## config.mk

```make
export PLATFORM = sky130hd
export DESIGN_NAME = motion_update_velocity_broadcaster
export DESIGN_NICKNAME = d
export VERILOG_FILES = /design/src/rtl/motion_update_velocity_broadcaster.sv
export SDC_FILE = /design/constraint.sdc
export NUM_CORES = 1
export LEC_CHECK = 0
export BUFFER_PORTS_ARGS = -buffer_cell sky130_fd_sc_hd__clkbuf_2
export CAP_MARGIN = 20
export CELL_PAD_IN_SITES_DETAIL_PLACEMENT = 1
export CELL_PAD_IN_SITES_GLOBAL_PLACEMENT = 1
export CORE_ASPECT_RATIO = 2
export CORE_MARGIN = 3
export CORE_UTILIZATION = 40
export CTS_BUF_LIST = sky130_fd_sc_hd__clkbuf_8
export DETAILED_ROUTE_END_ITERATION = 7
export GPL_TIMING_DRIVEN = 0
export PLACE_DENSITY_LB_ADDON = 0.1
export SYNTH_ARGS = -nofsm -noshare
export SYNTH_HDL_FRONTEND = slang
export SYNTH_SLANG_ARGS = --single-unit
export TNS_END_PERCENT = 20
```

## constraint.sdc

```tcl
create_clock -name clk -period 3.35 [get_ports clk]
set_input_delay 0.1675 -clock clk [delete_from_list [all_inputs] [get_ports clk]]
set_output_delay 0.1675 -clock clk [all_outputs]
set_load 0.02 [all_outputs]
```

## src/rtl/motion_update_velocity_broadcaster.sv

```systemverilog
// Motion-update velocity broadcaster: walks all cells, reads v and f,
// and broadcasts saturated v + (f >>> DT_SHIFT) to the velocity caches.
module motion_update_velocity_broadcaster #(
  parameter int DATA_WIDTH    = 32,
  parameter int ADDR_WIDTH    = 8,
  parameter int PARTICLE_NUM  = 220,
  parameter int CELL_ID_WIDTH = 4,
  parameter int X_DIM         = 3,
  parameter int Y_DIM         = 3,
  parameter int Z_DIM         = 3,
  parameter int DT_SHIFT      = 8
) (
  input  logic                       clk,
  input  logic                       rst,
  input  logic                       start,
  output logic [3*CELL_ID_WIDTH-1:0] out_cell_id,
  output logic [ADDR_WIDTH-1:0]      out_read_address,
  output logic                       out_rden,
  input  logic [3*DATA_WIDTH-1:0]    in_velocity,
  input  logic [3*DATA_WIDTH-1:0]    in_force,
  input  logic [3*CELL_ID_WIDTH-1:0] in_dst_cell,
  output logic                       motion_update_enable,
  output logic [3*DATA_WIDTH-1:0]    out_data,
  output logic [3*CELL_ID_WIDTH-1:0] out_data_dst_cell,
  output logic                       out_data_valid,
  output logic                       done
);

  localparam int DW = DATA_WIDTH;
  localparam int CW = CELL_ID_WIDTH;
  localparam int AW = ADDR_WIDTH;

  typedef enum logic [2:0] {
    IDLE,
    RD_NUM,
    WAIT_NUM,
    STREAM,
    DRAIN,
    NEXT_CELL,
    FINISH
  } state_t;

  state_t state;
  state_t state_nx;

  logic          phase;
  logic [AW-1:0] addr;
  logic [AW-1:0] count;
  logic [AW-1:0] count_in;
  logic [AW-1:0] count_clamp;
  logic [CW-1:0] cx;
  logic [CW-1:0] cy;
  logic [CW-1:0] cz;
  logic          last_cell;
  logic          tag1;
  logic          tag2;
  logic [3*DW-1:0] v_new;

  assign count_in    = in_velocity[AW-1:0];
  assign count_clamp = (count_in > AW'(PARTICLE_NUM)) ?
                       AW'(PARTICLE_NUM) : count_in;

  assign last_cell = (cx == CW'(X_DIM - 1)) &&
                     (cy == CW'(Y_DIM - 1)) &&
                     (cz == CW'(Z_DIM - 1));

  assign out_cell_id = {cx, cy, cz};

  // State register
  always_ff @(posedge clk) begin
    if (rst) state <= IDLE;
    else     state <= state_nx;
  end

  // Next-state and read-port outputs
  always_comb begin
    state_nx             = state;
    out_rden             = 1'b0;
    out_read_address     = '0;
    done                 = 1'b0;
    motion_update_enable = (state != IDLE);
    unique case (state)
      IDLE: begin
        if (start) state_nx = RD_NUM;
      end
      RD_NUM: begin
        out_rden = 1'b1;
        state_nx = WAIT_NUM;
      end
      WAIT_NUM: begin
        if (phase) begin
          state_nx = (count_clamp == '0) ? NEXT_CELL : STREAM;
        end
      end
      STREAM: begin
        out_rden         = 1'b1;
        out_read_address = addr;
        if (addr == count) state_nx = DRAIN;
      end
      DRAIN: begin
        if (phase) state_nx = NEXT_CELL;
      end
      NEXT_CELL: begin
        state_nx = last_cell ? FINISH : RD_NUM;
      end
      FINISH: begin
        done     = 1'b1;
        state_nx = IDLE;
      end
      default: state_nx = IDLE;
    endcase
  end

  // Cell walk, particle address and two-cycle wait phase
  always_ff @(posedge clk) begin
    if (rst) begin
      phase <= 1'b0;
      addr  <= '0;
      count <= '0;
      cx    <= '0;
      cy    <= '0;
      cz    <= '0;
    end else begin
      phase <= (state == WAIT_NUM || state == DRAIN) ? ~phase : 1'b0;
      if (state == IDLE && start) begin
        cx <= '0;
        cy <= '0;
        cz <= '0;
      end
      if (state == WAIT_NUM && phase) begin
        count <= count_clamp;
        addr  <= AW'(1);
      end
      if (state == STREAM && addr != count) addr <= addr + AW'(1);
      if (state == NEXT_CELL && !last_cell) begin
        if (cz == CW'(Z_DIM - 1)) begin
          cz <= '0;
          if (cy == CW'(Y_DIM - 1)) begin
            cy <= '0;
            cx <= cx + CW'(1);
          end else begin
            cy <= cy + CW'(1);
          end
        end else begin
          cz <= cz + CW'(1);
        end
      end
      if (state == FINISH) begin
        cx <= '0;
        cy <= '0;
        cz <= '0;
      end
    end
  end

  for (genvar i = 0; i < 3; i++) begin : g_comp
    logic signed [DW-1:0] v;
    logic signed [DW-1:0] f;
    logic signed [DW-1:0] fs;
    logic signed [DW:0]   sum;
    assign v   = in_velocity[i*DW +: DW];
    assign f   = in_force[i*DW +: DW];
    assign fs  = f >>> DT_SHIFT;
    assign sum = {v[DW-1], v} + {fs[DW-1], fs};
    assign v_new[i*DW +: DW] =
      (sum[DW] == sum[DW-1]) ? sum[DW-1:0] :
      sum[DW] ? {1'b1, {(DW-1){1'b0}}} :
                {1'b0, {(DW-1){1'b1}}};
  end

  // Read-tag pipeline and registered broadcast
  always_ff @(posedge clk) begin
    if (rst) begin
      tag1              <= 1'b0;
      tag2              <= 1'b0;
      out_data_valid    <= 1'b0;
      out_data          <= '0;
      out_data_dst_cell <= '0;
    end else begin
      tag1           <= (state == STREAM);
      tag2           <= tag1;
      out_data_valid <= tag2;
      if (tag2) begin
        out_data          <= v_new;
        out_data_dst_cell <= in_dst_cell;
      end
    end
  end

endmodule

```

==> tab_implementation.tex <==
\begin{tabular}{lr}
\hline
Metric & Value \\
\hline
\multicolumn{2}{l}{\textbf{Synthesis}} \\
\quad Total nets after synthesis & 1841 \\
\quad Proportion of synthesized area in mux cells & 1.801\% \\
\quad Number of synthesized register bits & 143 \\
\quad Fraction of the mapped netlist area in adder cells & 16.35\% \\
\quad Post-Synthesis Cell Area & 12440 µm² \\
\quad Count of flip-flops with a built-in enable after synthesis & 0 \\
\quad Gate Count Post-Synth & 1530 \\
\quad Yosys warns & 0 \\
\quad Average footprint of a synthesized cell & 8.128 µm² \\
\quad Post-synthesis share of cell area spent on xor and xnor gates & 5.987\% \\
\quad Main combinational cell family by area after synthesis & compound AO/OA/AOI/OAI gates \\
\quad Main flop type after synthesis & sky130\_fd\_sc\_hd\_\_dfxtp\_1 \\
\quad Distinct cell type count after synthesis & 87 \\
\quad Simple-gate portion of the synthesized area & 19.63\% \\
\quad Sequential area share after synthesis & 23.02\% \\
\quad Synth async-reset ratio & 0\% \\
\quad Compound-gate portion of the synthesized area & 28.54\% \\
\multicolumn{2}{l}{\textbf{Timing}} \\
\quad Transition at the pin with the smallest max-transition slack & 0.8750 ns \\
\quad Clock Skews & 0.008032 ns \\
\quad Worst slew margin relative to its limit & 41.66\% \\
\quad Fin. Hold Viols & 0 \\
\quad Unrepaired setup endpoints after global routing & false \\
\quad \# setup viols final & 0 \\
\quad Period utilization & 94.83\% \\
\quad Achievable Freq & 314.8 MHz \\
\quad Setup TNS & 0 ns \\
\quad Clock period minus final worst setup slack & 3.177 ns \\
\quad Max-slew violation count & 0 \\
\multicolumn{2}{l}{\textbf{Critical path}} \\
\quad Worst Path Max Fanout & 10 \\
\quad Crit path launch type & primary input \\
\quad Register-to-register setup slack & 0.72 ns \\
\quad Critical-path cell list & clkbuf\_2 > ha\_1 > a211oi\_1 > o21ai\_1 > o21ai\_1 > a21oi\_1 > nand4\_1 > a21oi\_1 > xnor2\_1 > clkbuf\_1 > maj3\_2 > a211oi\_2 \\
\quad Critical path type & in -> reg \\
\quad Crit path buf inv count & 2 \\
\quad Worst setup EP type & flop \\
\quad Arr. time, crit path & 3.51 ns \\
\quad Endpoint required time on the critical path & 3.68 ns \\
\quad Crit path largest cell delay & 0.52 ns \\
\quad CP top delay family & compound AO/OA/AOI/OAI gates \\
\quad Master of the slowest instance on the critical path & sky130\_fd\_sc\_hd\_\_clkbuf\_1 \\
\multicolumn{2}{l}{\textbf{Placed design}} \\
\quad Final HPWL DP & 38040 µm \\
\quad Number of buffer cells added on primary ports & 314 \\
\quad Cell area after placement & 14470 µm² \\
\quad Global placement routability congestion & 0.8800 \\
\multicolumn{2}{l}{\textbf{Global route}} \\
\quad Global-route wire length before repair & 73020 µm \\
\quad Via count of the first global-routing pass & 14290 \\
\quad Largest net degree at the start of global routing & 17 \\
\quad Overall track demand over capacity in global routing & 27.25\% \\
\quad Global route total overflow & 0 \\
\quad Initial antenna violation count & 2 \\
\multicolumn{2}{l}{\textbf{Final layout}} \\
\quad Most frequent standard cell in the layout excluding fill and tap cells & sky130\_fd\_sc\_hd\_\_clkbuf\_2 \\
\quad Fill count & 3863 \\
\quad Utilization of the core after routing & 49.70\% \\
\quad Top library cells by usage in the layout, fill and taps aside & 316 x sky130\_fd\_sc\_hd\_\_clkbuf\_2, 172 x sky130\_fd\_sc\_hd\_\_nor2\_1, 143 x sky130\_fd\_sc\_hd\_\_dfxtp\_1 \\
\quad Area of combinational cells with multiple inputs & 8992 µm² \\
\quad Cell area after layout & 15110 µm² \\
\quad Synth-to-layout area growth & 21.51\% \\
\quad Register Area & 2863 µm² \\
\quad Share of post-route cells with drive strength above 1 & 25.04\% \\
\quad Layout Nets & 2193 \\
\multicolumn{2}{l}{\textbf{Routing}} \\
\quad Routed Antenna Nets & 0 \\
\quad Routed WL & 46430 µm \\
\quad Number of detailed-routing iterations run before antenna repair & 4 \\
\quad Vias & 13290 \\
\quad Remaining design rule violation count & 0 \\
\quad Average via count per standard cell & 5.871 \\
\quad Mean routed wirelength per cell & 20.52 µm \\
\quad Initial DRC count & 442 \\
\multicolumn{2}{l}{\textbf{Min path}} \\
\quad Tightest Hold Check Type & in -> reg \\
\multicolumn{2}{l}{\textbf{Die}} \\
\quad Number of top-level pins & 339 \\
\quad Num rows & 90 \\
\quad Horizontal extent of the die & 130.7 µm \\
\quad Area enclosed by the die boundary & 33370 µm² \\
\quad Initial cell density of the core & 40.90\% \\
\quad Y dimension of the die & 255.4 µm \\
\quad Core area & 30400 µm² \\
\multicolumn{2}{l}{\textbf{Pwr}} \\
\quad Proportion of power drawn by flip-flops and latches & 30.7\% \\
\quad Max VDD drop & 0.2217 mV \\
\quad Psw & 2.212 mW \\
\quad Fraction of power spent switching nets & 37.39\% \\
\quad Part of the total power dissipated in combinational logic & 42.1\% \\
\quad Relative contribution of the clock network to total power & 27.2\% \\
\quad Internal power & 3.705 mW \\
\quad Leakage power summed over all cells & 6.429 nW \\
\quad Areal power density over the cells & 391.6 nW/µm² \\
\quad Total power draw & 5.917 mW \\
\multicolumn{2}{l}{\textbf{Clock network}} \\
\quad Clock tree root buffer cell & sky130\_fd\_sc\_hd\_\_clkbuf\_8 \\
\quad Number of levels the H-tree was split into & 4 \\
\quad Clock Sinks & 143 \\
\quad Clock slew at the register clock pins of the worst setup and hold paths & 0.08 ns \\
\quad TritonCTS clock tree & yes \\
\quad Max clock buf depth & 2 \\
\quad Post-CTS setup buffers & 0 \\
\quad Source-to-sink clock delay at the later pin of the worst-skew pair & 0.47 ns \\
\quad Num CTS Buffers & 17 \\
\multicolumn{2}{l}{\textbf{Run}} \\
\quad Max cap viols & 0 \\
\multicolumn{2}{l}{\textbf{Status}} \\
\quad Status & finished clean \\
\hline
\end{tabular}
registers in the layout (all words and copies together), names as in the netlist:
| signal | flops |
|---|---|
| addr | 8 |
| count | 8 |
| cx | 4 |
| cy | 4 |
| cz | 4 |
| out_data | 96 |
| out_data_dst_cell | 12 |
| out_data_valid | 1 |
| phase | 1 |
| state | 3 |
| tag1 | 1 |
| tag2 | 1 |
final timing paths:
| check | to | cells past startpoint | from |
|---|---|---|---|
| worst min-delay path | count[0]$_SDFFE_PP0P_ | 3 | in_velocity[0] |
| worst min register to register | tag2$_SDFF_PP0_ | 1 | tag1$_SDFF_PP0_ |
| worst max register to register | addr[3]$_SDFFE_PP0P_ | 10 | state[0]$_SDFFE_PP0P_ |
| worst max-delay path | out_data[17]$_SDFFE_PP0P_ | 12 | in_velocity[1] |
per-layer routing:
metal / share of wire (%) / vias to the layer above / GRT usage (%)
met5: 0 / - / 0
met3: 3.1 / 97 / 3.742
met2: 57 / 332 / 54.05
li1: - / 6405 / -
met4: 4.6 / 0 / 12.16
met1: 36 / 6451 / 26.52
Yosys cell counts, types with 5 or more instances:
cell type / n / area, µm²
sky130_fd_sc_hd__nor2_1: 172 / 645.6
sky130_fd_sc_hd__dfxtp_1: 143 / 2863
sky130_fd_sc_hd__a21oi_1: 125 / 625.6
sky130_fd_sc_hd__ha_1: 101 / 1264
sky130_fd_sc_hd__nand2_1: 70 / 262.8
sky130_fd_sc_hd__clkbuf_1: 67 / 251.5
sky130_fd_sc_hd__a311oi_1: 60 / 525.5
sky130_fd_sc_hd__maj3_2: 55 / 619.3
sky130_fd_sc_hd__xnor2_1: 50 / 437.9
sky130_fd_sc_hd__a211oi_1: 48 / 360.4
sky130_fd_sc_hd__nor2b_1: 44 / 275.3
sky130_fd_sc_hd__inv_1: 42 / 157.7
sky130_fd_sc_hd__o21ai_0: 42 / 210.2
sky130_fd_sc_hd__nor3b_1: 37 / 277.8
sky130_fd_sc_hd__a21o_1: 35 / 262.8
sky130_fd_sc_hd__xor2_1: 35 / 306.5
sky130_fd_sc_hd__and3_1: 30 / 187.7
sky130_fd_sc_hd__o21ai_1: 30 / 150.1
sky130_fd_sc_hd__a211oi_2: 29 / 362.9
sky130_fd_sc_hd__and2_1: 23 / 143.9
sky130_fd_sc_hd__nand3_1: 23 / 115.1
sky130_fd_sc_hd__nor3_1: 23 / 115.1
sky130_fd_sc_hd__mux2i_1: 19 / 190.2
sky130_fd_sc_hd__o21a_1: 18 / 135.1
sky130_fd_sc_hd__a31oi_1: 14 / 87.58
sky130_fd_sc_hd__buf_2: 14 / 70.07
sky130_fd_sc_hd__o21bai_1: 12 / 90.09
sky130_fd_sc_hd__o211ai_1: 10 / 75.07
sky130_fd_sc_hd__or3_1: 10 / 62.56
sky130_fd_sc_hd__maj3_1: 9 / 90.09
sky130_fd_sc_hd__nand4_1: 9 / 56.30
sky130_fd_sc_hd__nand2b_1: 8 / 50.05
sky130_fd_sc_hd__or2_2: 7 / 43.79
sky130_fd_sc_hd__buf_6: 6 / 67.56
sky130_fd_sc_hd__o221ai_1: 6 / 52.55
sky130_fd_sc_hd__a2111oi_0: 5 / 43.79
sky130_fd_sc_hd__a22oi_1: 5 / 37.54
area by class of cell:
class | instances | area share, %
Clock inverter | 10 | 1.126
Buffer | 91 | 2.766
Antenna cell | 2 | 0.03312
Clock buffer | 20 | 1.822
Multi-Input combinational cell | 1252 | 59.51
Inverter | 44 | 1.093
Sequential cell | 143 | 18.95
Timing Repair Buffer | 333 | 11.66
Tap cell | 368 | 3.047
worst register-to-register path, delay by kind of cell, from the launching register on:
kind / cells / cell delay, ns
flops: 1 / 0.31
simple gates: 4 / 1.02
buf+inv: 3 / 0.75
compound gates: 3 / 0.41
metrics by stage:
step | std cells | setup WS [ns] | hold WS, ns
after floorplan | 1530 | 0.5997 | 0.3114
after global placement | 2212 | -0.2735 | 0.4062
after detailed placement | 2212 | -0.2905 | 0.4177
after CTS | 2261 | 0.1907 | 0.0005477
after global routing | 2263 | 0.03765 | 0.02236
final | 2263 | 0.1731 | 0.03205
power by group through the flow:
stage / registers [mW] / clock network (mW) / logic [mW]
2_1_floorplan: 1.90 / 0 / 1.70
3_3_place_gp: 1.85 / 0 / 2.39
3_5_place_dp: 1.86 / 0 / 2.45
4_1_cts: 1.82 / 1.65 / 2.49
5_1_grt: 1.83 / 1.72 / 2.74
6_report: 1.82 / 1.61 / 2.49
cell families (layout without fill, tap and decap cells):
kind of cell               Yosys count  in the layout
AOI/OAI and AO/OA                  495            495
and+or+nand+nor                    482            482
adders and majority gates          168            168
DFF                                143            143
buffers and inverters              135            498
xor gates and xnor gates            85             85
muxes                               22             22
other                                0              2
what timing repair did:
| item | 4_1_cts | 5_1_grt |
|---|---|---|
| hold buffers | 19 | 0 |
| resized for setup | 0 | 4 |
| hold endpoints to repair | 19 | 0 |
| endpoints found under the setup margin | 0 | 12 |
(Power assumes the default switching activity.)
